$ cat src/rtl/bank_reader_pkg.sv
// Shared definitions for the bank reader: FSM encoding and the address/count
// widths also used by the write side that fills the banks.
package bank_reader_pkg;

    typedef enum logic [1:0] {
        ST_IDLE  = 2'd0,
        ST_RUN   = 2'd1,
        ST_DRAIN = 2'd2
    } state_t;

    localparam int DEFAULT_BLOCK_DEPTH = 480;
    localparam int ADDR_W              = $clog2(DEFAULT_BLOCK_DEPTH);
    localparam int COUNT_W             = $clog2(DEFAULT_BLOCK_DEPTH + 1);

    // Width of an index over n items, never narrower than one bit.
    function automatic int index_bits(input int n);
        return (n > 1) ? $clog2(n) : 1;
    endfunction

endpackage

$ cat src/rtl/bank_reader_batch_serializer.sv
// Holds one RAM word per channel and presents it one byte (pixel) at a time,
// byte 0 first, under a valid/ready handshake.
module bank_reader_batch_serializer
    import bank_reader_pkg::*;
#(
    parameter int CHANNEL_COUNT = 3,
    parameter int BATCH_SIZE    = 16
) (
    input  logic                    clk_i,
    input  logic                    rst_i,
    input  logic                    load_i,
    input  logic [8*BATCH_SIZE-1:0] load_data_i [CHANNEL_COUNT],
    input  logic                    ready_i,
    output logic                    valid_o,
    output logic                    last_o,
    output logic [7:0]              pixel_o [CHANNEL_COUNT]
);

    localparam int IW = index_bits(BATCH_SIZE);
    localparam logic [IW-1:0] LAST_IDX = IW'(BATCH_SIZE - 1);

    logic [BATCH_SIZE-1:0][7:0] stream_q [CHANNEL_COUNT];
    logic [IW-1:0]              idx_q;
    logic                       valid_q;

    assign valid_o = valid_q;
    assign last_o  = valid_q && (idx_q == LAST_IDX);

    always_comb begin
        for (int c = 0; c < CHANNEL_COUNT; c++) begin
            pixel_o[c] = stream_q[c][idx_q];
        end
    end

    // A load always wins: the owner only loads when the register is empty or
    // its final byte is leaving this very cycle.
    always_ff @(posedge clk_i or posedge rst_i) begin
        if (rst_i) begin
            for (int c = 0; c < CHANNEL_COUNT; c++) begin
                stream_q[c] <= '0;
            end
            idx_q   <= '0;
            valid_q <= 1'b0;
        end else if (load_i) begin
            for (int c = 0; c < CHANNEL_COUNT; c++) begin
                stream_q[c] <= load_data_i[c];
            end
            idx_q   <= '0;
            valid_q <= 1'b1;
        end else if (valid_q && ready_i) begin
            if (idx_q == LAST_IDX) begin
                idx_q   <= '0;
                valid_q <= 1'b0;
            end else begin
                idx_q <= idx_q + 1'b1;
            end
        end
    end

endmodule

$ cat src/rtl/bank_reader.sv
// Reads a run of words from the colour banks and streams them out as pixels,
// keeping one word streaming and one prefetched so transfers run back to back.
module bank_reader
    import bank_reader_pkg::*;
#(
    parameter int CHANNEL_COUNT = 3,
    parameter int BATCH_SIZE    = 16,
    parameter int BLOCK_DEPTH   = DEFAULT_BLOCK_DEPTH,
    parameter int READ_LATENCY  = 2
) (
    input  logic                             I_clk,
    input  logic                             I_rst,
    input  logic                             I_start,
    input  logic [$clog2(BLOCK_DEPTH)-1:0]   I_base_address,
    input  logic [$clog2(BLOCK_DEPTH+1)-1:0] I_batch_count,
    output logic [$clog2(BLOCK_DEPTH)-1:0]   O_ram_address,
    output logic                             O_ram_ce,
    input  logic [8*BATCH_SIZE-1:0]          I_ram_data [CHANNEL_COUNT],
    output logic [7:0]                       O_pixel [CHANNEL_COUNT],
    output logic                             O_pixel_valid,
    input  logic                             I_pixel_ready,
    output logic                             O_busy,
    output logic                             O_done,
    output state_t                           O_state
);

    localparam int AW = $clog2(BLOCK_DEPTH);
    localparam int CW = $clog2(BLOCK_DEPTH + 1);
    localparam int WW = 8 * BATCH_SIZE;
    localparam logic [AW-1:0] LAST_ADDR = AW'(BLOCK_DEPTH - 1);

    state_t                  state_q;
    logic [AW-1:0]           addr_q;
    logic [CW-1:0]           remain_q;
    logic                    ce_q;
    logic [READ_LATENCY-1:0] inflight_q;
    logic [WW-1:0]           pf_q [CHANNEL_COUNT];
    logic                    pf_full_q;
    logic                    done_q;

    logic                    s_valid;
    logic                    s_last;
    logic                    s_load;
    logic [WW-1:0]           s_load_data [CHANNEL_COUNT];
    logic                    last_xfer;
    logic                    data_ret;
    logic                    reload;
    logic                    load_ram;
    logic                    to_pf;
    logic                    start_issue;
    logic                    run_issue;
    logic                    issue;
    logic                    final_xfer;
    logic [READ_LATENCY-1:0] inflight_d;
    logic [AW-1:0]           addr_next;

    // Handshake: a pixel moves when O_pixel_valid and I_pixel_ready are both
    // high at a rising edge; while valid is high without ready, O_pixel and
    // O_pixel_valid hold, and valid never drops before its transfer.
    always_comb begin
        last_xfer   = s_valid && I_pixel_ready && s_last;
        data_ret    = inflight_q[READ_LATENCY-1];
        reload      = last_xfer && pf_full_q;
        load_ram    = data_ret && !pf_full_q && (!s_valid || last_xfer);
        to_pf       = data_ret && !load_ram;
        s_load      = reload || load_ram;
        start_issue = (state_q == ST_IDLE) && I_start && (I_batch_count != '0);
        // One read at a time, and only when its word has somewhere to land.
        run_issue   = (state_q == ST_RUN) && (remain_q != '0) &&
                      (inflight_q == '0) && (!pf_full_q || reload);
        issue       = start_issue || run_issue;
        final_xfer  = (state_q == ST_DRAIN) && last_xfer && !pf_full_q &&
                      (inflight_q == '0);
        inflight_d    = inflight_q << 1;
        inflight_d[0] = issue;
        addr_next   = (addr_q == LAST_ADDR) ? '0 : addr_q + 1'b1;
        for (int c = 0; c < CHANNEL_COUNT; c++) begin
            s_load_data[c] = reload ? pf_q[c] : I_ram_data[c];
        end
    end

    always_ff @(posedge I_clk or posedge I_rst) begin
        if (I_rst) begin
            state_q    <= ST_IDLE;
            addr_q     <= '0;
            remain_q   <= '0;
            ce_q       <= 1'b0;
            inflight_q <= '0;
            pf_full_q  <= 1'b0;
            done_q     <= 1'b0;
            for (int c = 0; c < CHANNEL_COUNT; c++) begin
                pf_q[c] <= '0;
            end
        end else begin
            ce_q       <= issue;
            inflight_q <= inflight_d;
            done_q     <= 1'b0;
            if (ce_q) begin
                addr_q <= addr_next;
            end
            if (to_pf) begin
                for (int c = 0; c < CHANNEL_COUNT; c++) begin
                    pf_q[c] <= I_ram_data[c];
                end
                pf_full_q <= 1'b1;
            end else if (reload) begin
                pf_full_q <= 1'b0;
            end
            case (state_q)
                ST_IDLE: begin
                    if (I_start) begin
                        if (I_batch_count == '0) begin
                            done_q <= 1'b1;
                        end else begin
                            // The first read goes out straight from the start edge.
                            addr_q   <= I_base_address;
                            remain_q <= I_batch_count - 1'b1;
                            state_q  <= (I_batch_count == CW'(1)) ? ST_DRAIN : ST_RUN;
                        end
                    end
                end
                ST_RUN: begin
                    if (run_issue) begin
                        remain_q <= remain_q - 1'b1;
                        if (remain_q == CW'(1)) begin
                            state_q <= ST_DRAIN;
                        end
                    end
                end
                ST_DRAIN: begin
                    if (final_xfer) begin
                        state_q <= ST_IDLE;
                        done_q  <= 1'b1;
                    end
                end
                default: state_q <= ST_IDLE;
            endcase
        end
    end

    bank_reader_batch_serializer #(
        .CHANNEL_COUNT (CHANNEL_COUNT),
        .BATCH_SIZE    (BATCH_SIZE)
    ) u_serializer (
        .clk_i       (I_clk),
        .rst_i       (I_rst),
        .load_i      (s_load),
        .load_data_i (s_load_data),
        .ready_i     (I_pixel_ready),
        .valid_o     (s_valid),
        .last_o      (s_last),
        .pixel_o     (O_pixel)
    );

    assign O_ram_address = addr_q;
    assign O_ram_ce      = ce_q;
    assign O_pixel_valid = s_valid;
    assign O_busy        = (state_q != ST_IDLE);
    assign O_done        = done_q;
    assign O_state       = state_q;

endmodule

$ cat config.mk
export PLATFORM = sky130hd
export DESIGN_NAME = bank_reader
export DESIGN_NICKNAME = d
export VERILOG_FILES = /design/src/rtl/bank_reader_pkg.sv /design/src/rtl/bank_reader_batch_serializer.sv /design/src/rtl/bank_reader.sv
export SDC_FILE = /design/constraint.sdc
export NUM_CORES = 2
export LEC_CHECK = 0
export ABC_AREA = 1
export CAP_MARGIN = 20
export CELL_PAD_IN_SITES_DETAIL_PLACEMENT = 0
export CELL_PAD_IN_SITES_GLOBAL_PLACEMENT = 1
export CORE_ASPECT_RATIO = 1.25
export CORE_UTILIZATION = 42
export CTS_BUF_LIST = sky130_fd_sc_hd__clkbuf_16
export DETAILED_ROUTE_END_ITERATION = 8
export GPL_TIMING_DRIVEN = 0
export PLACE_DENSITY_LB_ADDON = 0.1
export SKIP_CTS_REPAIR_TIMING = 1
export SLEW_MARGIN = 20
export SYNTH_ARGS = -nofsm -noshare
export SYNTH_HDL_FRONTEND = slang
export SYNTH_SLANG_ARGS = --single-unit
export TNS_END_PERCENT = 20
$ cat constraint.sdc
create_clock -name I_clk -period 33.8 [get_ports I_clk]
set_input_delay 3.38 -clock I_clk [delete_from_list [all_inputs] [get_ports I_clk]]
set_output_delay 3.38 -clock I_clk [all_outputs]
set_load 0.005 [all_outputs]
### Word-level counts from Yosys, hierarchy flattened

Cells that the tools add are included.

| operators by class | value |
|---|---|
| bitwise operators | 0 |
| $add $sub $neg | 4 |
| reduce and logical (&&, ||, !) cells | 35 |
| $lt $le $gt $ge | 1 |
| muxes and demuxes | 37 |
| div/mod/pow operators | 0 |
| shift-type cells | 0 |
| multiply operators | 0 |
| equality and inequality tests | 11 |

Operators with widths:

| operator | number |
|---|---|
| $mux 128 | 3 |
| $bmux 8 s4 | 3 |
| $mux 9 | 8 |
| $mux 8 | 3 |
| $eq 9x1->1 const B | 2 |
| $pmux 9 s2 | 1 |
| $reduce_bool 9->1 | 2 |
| $sub 9x1->9 const B | 2 |
| $logic_and 1x1->1 | 15 |
| $mux 2 | 6 |
| $mux 4 | 3 |
| $reduce_bool 2->1 | 5 |
| $add 9x1->9 const B | 1 |
| $eq 9x9->1 const B | 1 |
| $logic_not 9->1 | 1 |
| $mux 1 | 8 |
| $ne 2x2->1 const B | 4 |
| $pmux 2 s3 | 1 |
| $lt 4x5->1 const B | 1 |
| $reduce_and 5->1 | 1 |
| $add 4x1->4 const B | 1 |
| $eq 4x4->1 const B | 1 |
| $logic_not 2->1 | 2 |
| $logic_or 1x1->1 | 4 |
| other kinds (7) | 9 |

| storage, ports and cells | value |
|---|---|
| input bits | 406 |
| output and inout bits | 39 |
| logic and storage cells | 148 |
| memories kept | 0 |
| memory bits (read-only) | 0 |
| register bits | 798 |
| RAM bits | 0 |
| latch bits | 0 |

### Logic depth before layout (Yosys ltp)

| depth | value |
|---|---|
| depth after elaboration | 8 |
| depth in mapped cells | 11 |
| mapped depth without buffers | 10 |

### Hierarchy

A second synthesis with hierarchy kept.

| second synthesis, totals | value |
|---|---|
| cell total of the unflattened synthesis | 5,483 |
| area, all modules | 39,806.9 µm² |

Modules (own cells, without submodules):

| module | sequential area each (µm²) | area each (µm²) | cells each | instances |
|---|---|---|---|---|
| bank_reader | 10,209.8 | 20,764.9 | 2,935 | 1 |
| bank_reader_batch_serializer | 9,734.3 | 19,042.0 | 2,548 | 1 |

### Worst setup path after synthesis

Ideal clock, no wire load.

| path | value |
|---|---|
| path type | reg2out |
| start point | reg u_serializer.idx_q[0] |
| end point | out O_pixel[10] (netlist bit) |
| path slack | 28.959 ns |
| data arrival time | 1.461 ns |
| data required time | 30.420 ns |
| buffers on the path | 3 |
| cell stages (with the launch flop) | 8 |
| cell sequence | dfrtp_1 > buf_2 > clkbuf_1 > clkbuf_1 > o211ai_1 > nand3_1 > o2111ai_1 > nand2_1 |

RTL lines:

| what | line | RTL |
|---|---|---|
| start, declared | bank_reader_batch_serializer.sv:23 | `logic [IW-1:0] idx_q;` |
| start signal, assigned | bank_reader_batch_serializer.sv:55 | `idx_q <= idx_q + 1'b1;` |
| end, declared | bank_reader.sv:19 | `output logic [7:0] O_pixel [CHANNEL_COUNT],` |

==> impl_metrics.py <==
metrics = {
    "logic_synthesis": {
        "syn_nets": 4998,
        "ys_types": 32,
        "ys_ff_latch": 797,
        "ys_seq_area_frac": 0.530,
        "synth_area_sq_um": 37700,
        "synth_warnings": 0,
        "synthCells": 4585,
        "syn_area_per_cell_sq_um": 8.21,
    },
    "power_and_ir_drop": {
        "leakage_uw": 0.0216,
        "ir_drop_v": 0.0000384,
        "p_per_area_nw_per_um2": 91.3,
    },
    "critical_path": {
        "crit_type": "register to output port",
        "cp_cell_sequence": "buf_2 > nor2_1 > buf_2 > clkbuf_1 > nand3_1 > o2111ai_1 > nand2_1 > clkdlybuf4s50_1",
        "rr_startpoint": "u_serializer.idx_q[0]",
        "regToRegEndpoint": "u_serializer.stream_q[51]",
        "cp.arrival_ps": 4520,
        "critPathMaxStageDelay_ps": 840,
        "reg2regPathDepth": 8,
        "cp_slowest_cell": "clkbuf_1",
        "crit_top_cell": "buf_2",
        "critPathCaptureType": "output port",
        "crit_path_start": "u_serializer.idx_q[1]",
        "crit_fanout": 10,
        "critPathLaunchType": "register",
        "reg2reg_slack_ps": 30640,
        "required_ps": 30420,
    },
    "clock_network": {
        "insertion_delay_ps": 660,
        "cts_tree": "yes",
        "cts_buffer_depth": 3,
        "cts_sinks": 797,
        "cts_max_level": 3,
        "cts_root_buf": "clkbuf_16",
        "path_clk_slew_ps": 70,
        "numCtsBuffers": 87,
    },
    "place": {
        "place_area_sq_um": 43800,
        "place_congestion": 0.993,
        "hpwlAfterDp_mm": 123,
        "placedCellCount": 6216,
        "pre_cts_ws_ps": 26860,
        "numPortBuffers": 444,
    },
    "floorplanning": {
        "rows": 122,
        "dieArea_sq_um": 90900,
        "io_pins": 445,
        "start_util": 0.425,
        "die_h_microns": 337,
        "core_area_sq_um": 88700,
        "die_w_microns": 270,
    },
    "global_route": {
        "grt_pass1_wl_mm": 228,
        "grt_start_max_net_pins": 102,
        "grt_pass1_vias": 34075,
        "gr-total-overflow": 0,
        "antenna_found_initial": 16,
        "track_usage": 0.344,
    },
    "layout": {
        "area_growth_pct": 23.8,
        "instances_no_fill": 6386,
        "post-route-util": 0.526,
        "nets": 5540,
        "drive_gt1_frac": 0.0687,
        "nFillCells": 8756,
        "finalInstanceArea_sq_um": 46600,
    },
    "sta": {
        "hold_violations": 0,
        "post-route-period-util": 0.234,
        "maxSlewHeadroom": 0.284,
        "fmaxAchievable_ghz": 0.127,
        "finalCriticalPeriod_ps": 7900,
        "timing.hold.ws_ps": 429,
        "final-max-slew-violation-count": 0,
        "setup_violations": 0,
        "worstMarginPinSlew_ps": 1070,
        "worst_slack_ps": 25900,
        "skew_ps": 21.0,
        "rsz0062_at_grt": "no",
    },
    "routing": {
        "post_drt_via_cell_ratio": 5.50,
        "drc": 0,
        "dr_total_vias": 35098,
        "initialDrtViolationCount": 3704,
        "firstDrtPassIters": 5,
        "routed_wl_mm": 157,
        "antenna_left": 0,
        "avgRoutedWirePerCell_microns": 24.6,
    },
    "job": {
        "drv_cap": 0,
    },
    "hold_path": {
        "min_path_type": "register to register",
        "holdPathEnd": "inflight_q[1]",
        "hp-start": "inflight_q[0]",
        "hold_path_depth": 0,
    },
    "outcome": {
        "status": "complete, no violations",
    },
}
==> worst max-delay path: cells and delay by family (launching register included) <==
kind            cells  cell delay [ps]
compound gates      1              600
buf+inv             4             1900
flops               1              380
simple gates        3              970
==> final cells by class <==
class                   count  area, sq um  area share
multi-input cells        2952        14100       0.304
flip-flops and latches    797        19900       0.428
plain buffers             346         1730      0.0371
repair buffers            453         4690       0.101
inverters                 490         1850      0.0396
diodes                      9         22.5    0.000483
clock inverters            71          502      0.0108
well taps                1178         1470      0.0316
clock buffers              90         2250      0.0483
==> layout by cell type (no fill, tap or decap), types with 69 or more instances in the layout <==
| cell | n |
|---|---|
| clkbuf_1 | 107 |
| o21ai_0 | 317 |
| nand2_1 | 1073 |
| a21oi_1 | 271 |
| clkbuf_16 | 90 |
| a31oi_1 | 159 |
| o211ai_1 | 301 |
| inv_1 | 501 |
| dfrtp_1 | 797 |
| buf_2 | 155 |
| clkdlybuf4s50_1 | 444 |
| nor2_1 | 442 |
| nand3_1 | 230 |
| o21ai_1 | 69 |
==> cells in the mapped netlist (all sizes together) <==
cell type	count	share of area
inv	488	0.049
nor2	443	0.044
a31oi	159	0.026
dfrtp	797	0.53
o31ai	1	0.00020
o211ai	301	0.060
nand3	232	0.031
or2	2	0.00033
ha	7	0.0023
nand2	1077	0.11
clkinv	2	0.00020
buf	239	0.035
a21oi	271	0.036
xnor2	1	0.00023
o2111ai	47	0.011
clkbuf	107	0.011
nor3	4	0.00053
xor2	10	0.0023
o21ai	387	0.052
nand4	8	0.0013
a21boi	1	0.00020
o21bai	1	0.00020
==> flip-flops by register name, summed over array words and instances, names as in the netlist <==
name / cells
pf_q: 384
O_done: 1
O_ram_address: 9
inflight_q: 2
u_serializer.valid_o: 1
u_serializer.stream_q: 384
O_state: 2
pf_full_q: 1
remain_q: 9
u_serializer.idx_q: 4
==> through the flow <==
step	total power [uW]	setup TNS, ps
floorplan	2510	0
global route	4480	0
global placement	3250	-2004070
CTS	4220	0
detailed placement	3270	0
finish	4250	0
==> worst max-delay path by stage <==
stage	endpoint	cells after the start
6_report	O_pixel[0]	8
5_1_grt	O_pixel[0]	8
4_1_cts	O_pixel[0]	8
3_5_place_dp	O_pixel[0]	8
3_3_place_gp	pf_q[116]	2
2_1_floorplan	O_done	1
==> report_power, final <==
part	switching, uW	total (uW)	internal (uW)
Sequential	236	1660	1420
Clock	415	950	534
Combinational	1110	1640	533
Total	1760	4250	2490
==> cells by family (layout without fill, tap and decap cells) <==
kind of cell	Yosys count	after routing	share of synthesized area
xor gates and xnor gates	11	11	0.00256
other	0	9	0
AOI/OAI and AO/OA	1168	1168	0.185
adders and majority gates	7	7	0.00233
DFF	797	797	0.530
and+or+nand+nor	1766	1766	0.185
buffers and inverters	836	1450	0.0948
==> per-layer routing <==
layer,vias to the layer above,track usage,routed length (microns)
li1,16198,-,-
met1,17158,0.457,66100
met2,1412,0.539,71300
met3,316,0.0615,11200
met4,14,0.175,8380
met5,-,0,103
No activity file was read; power rests on OpenSTA's default activity.
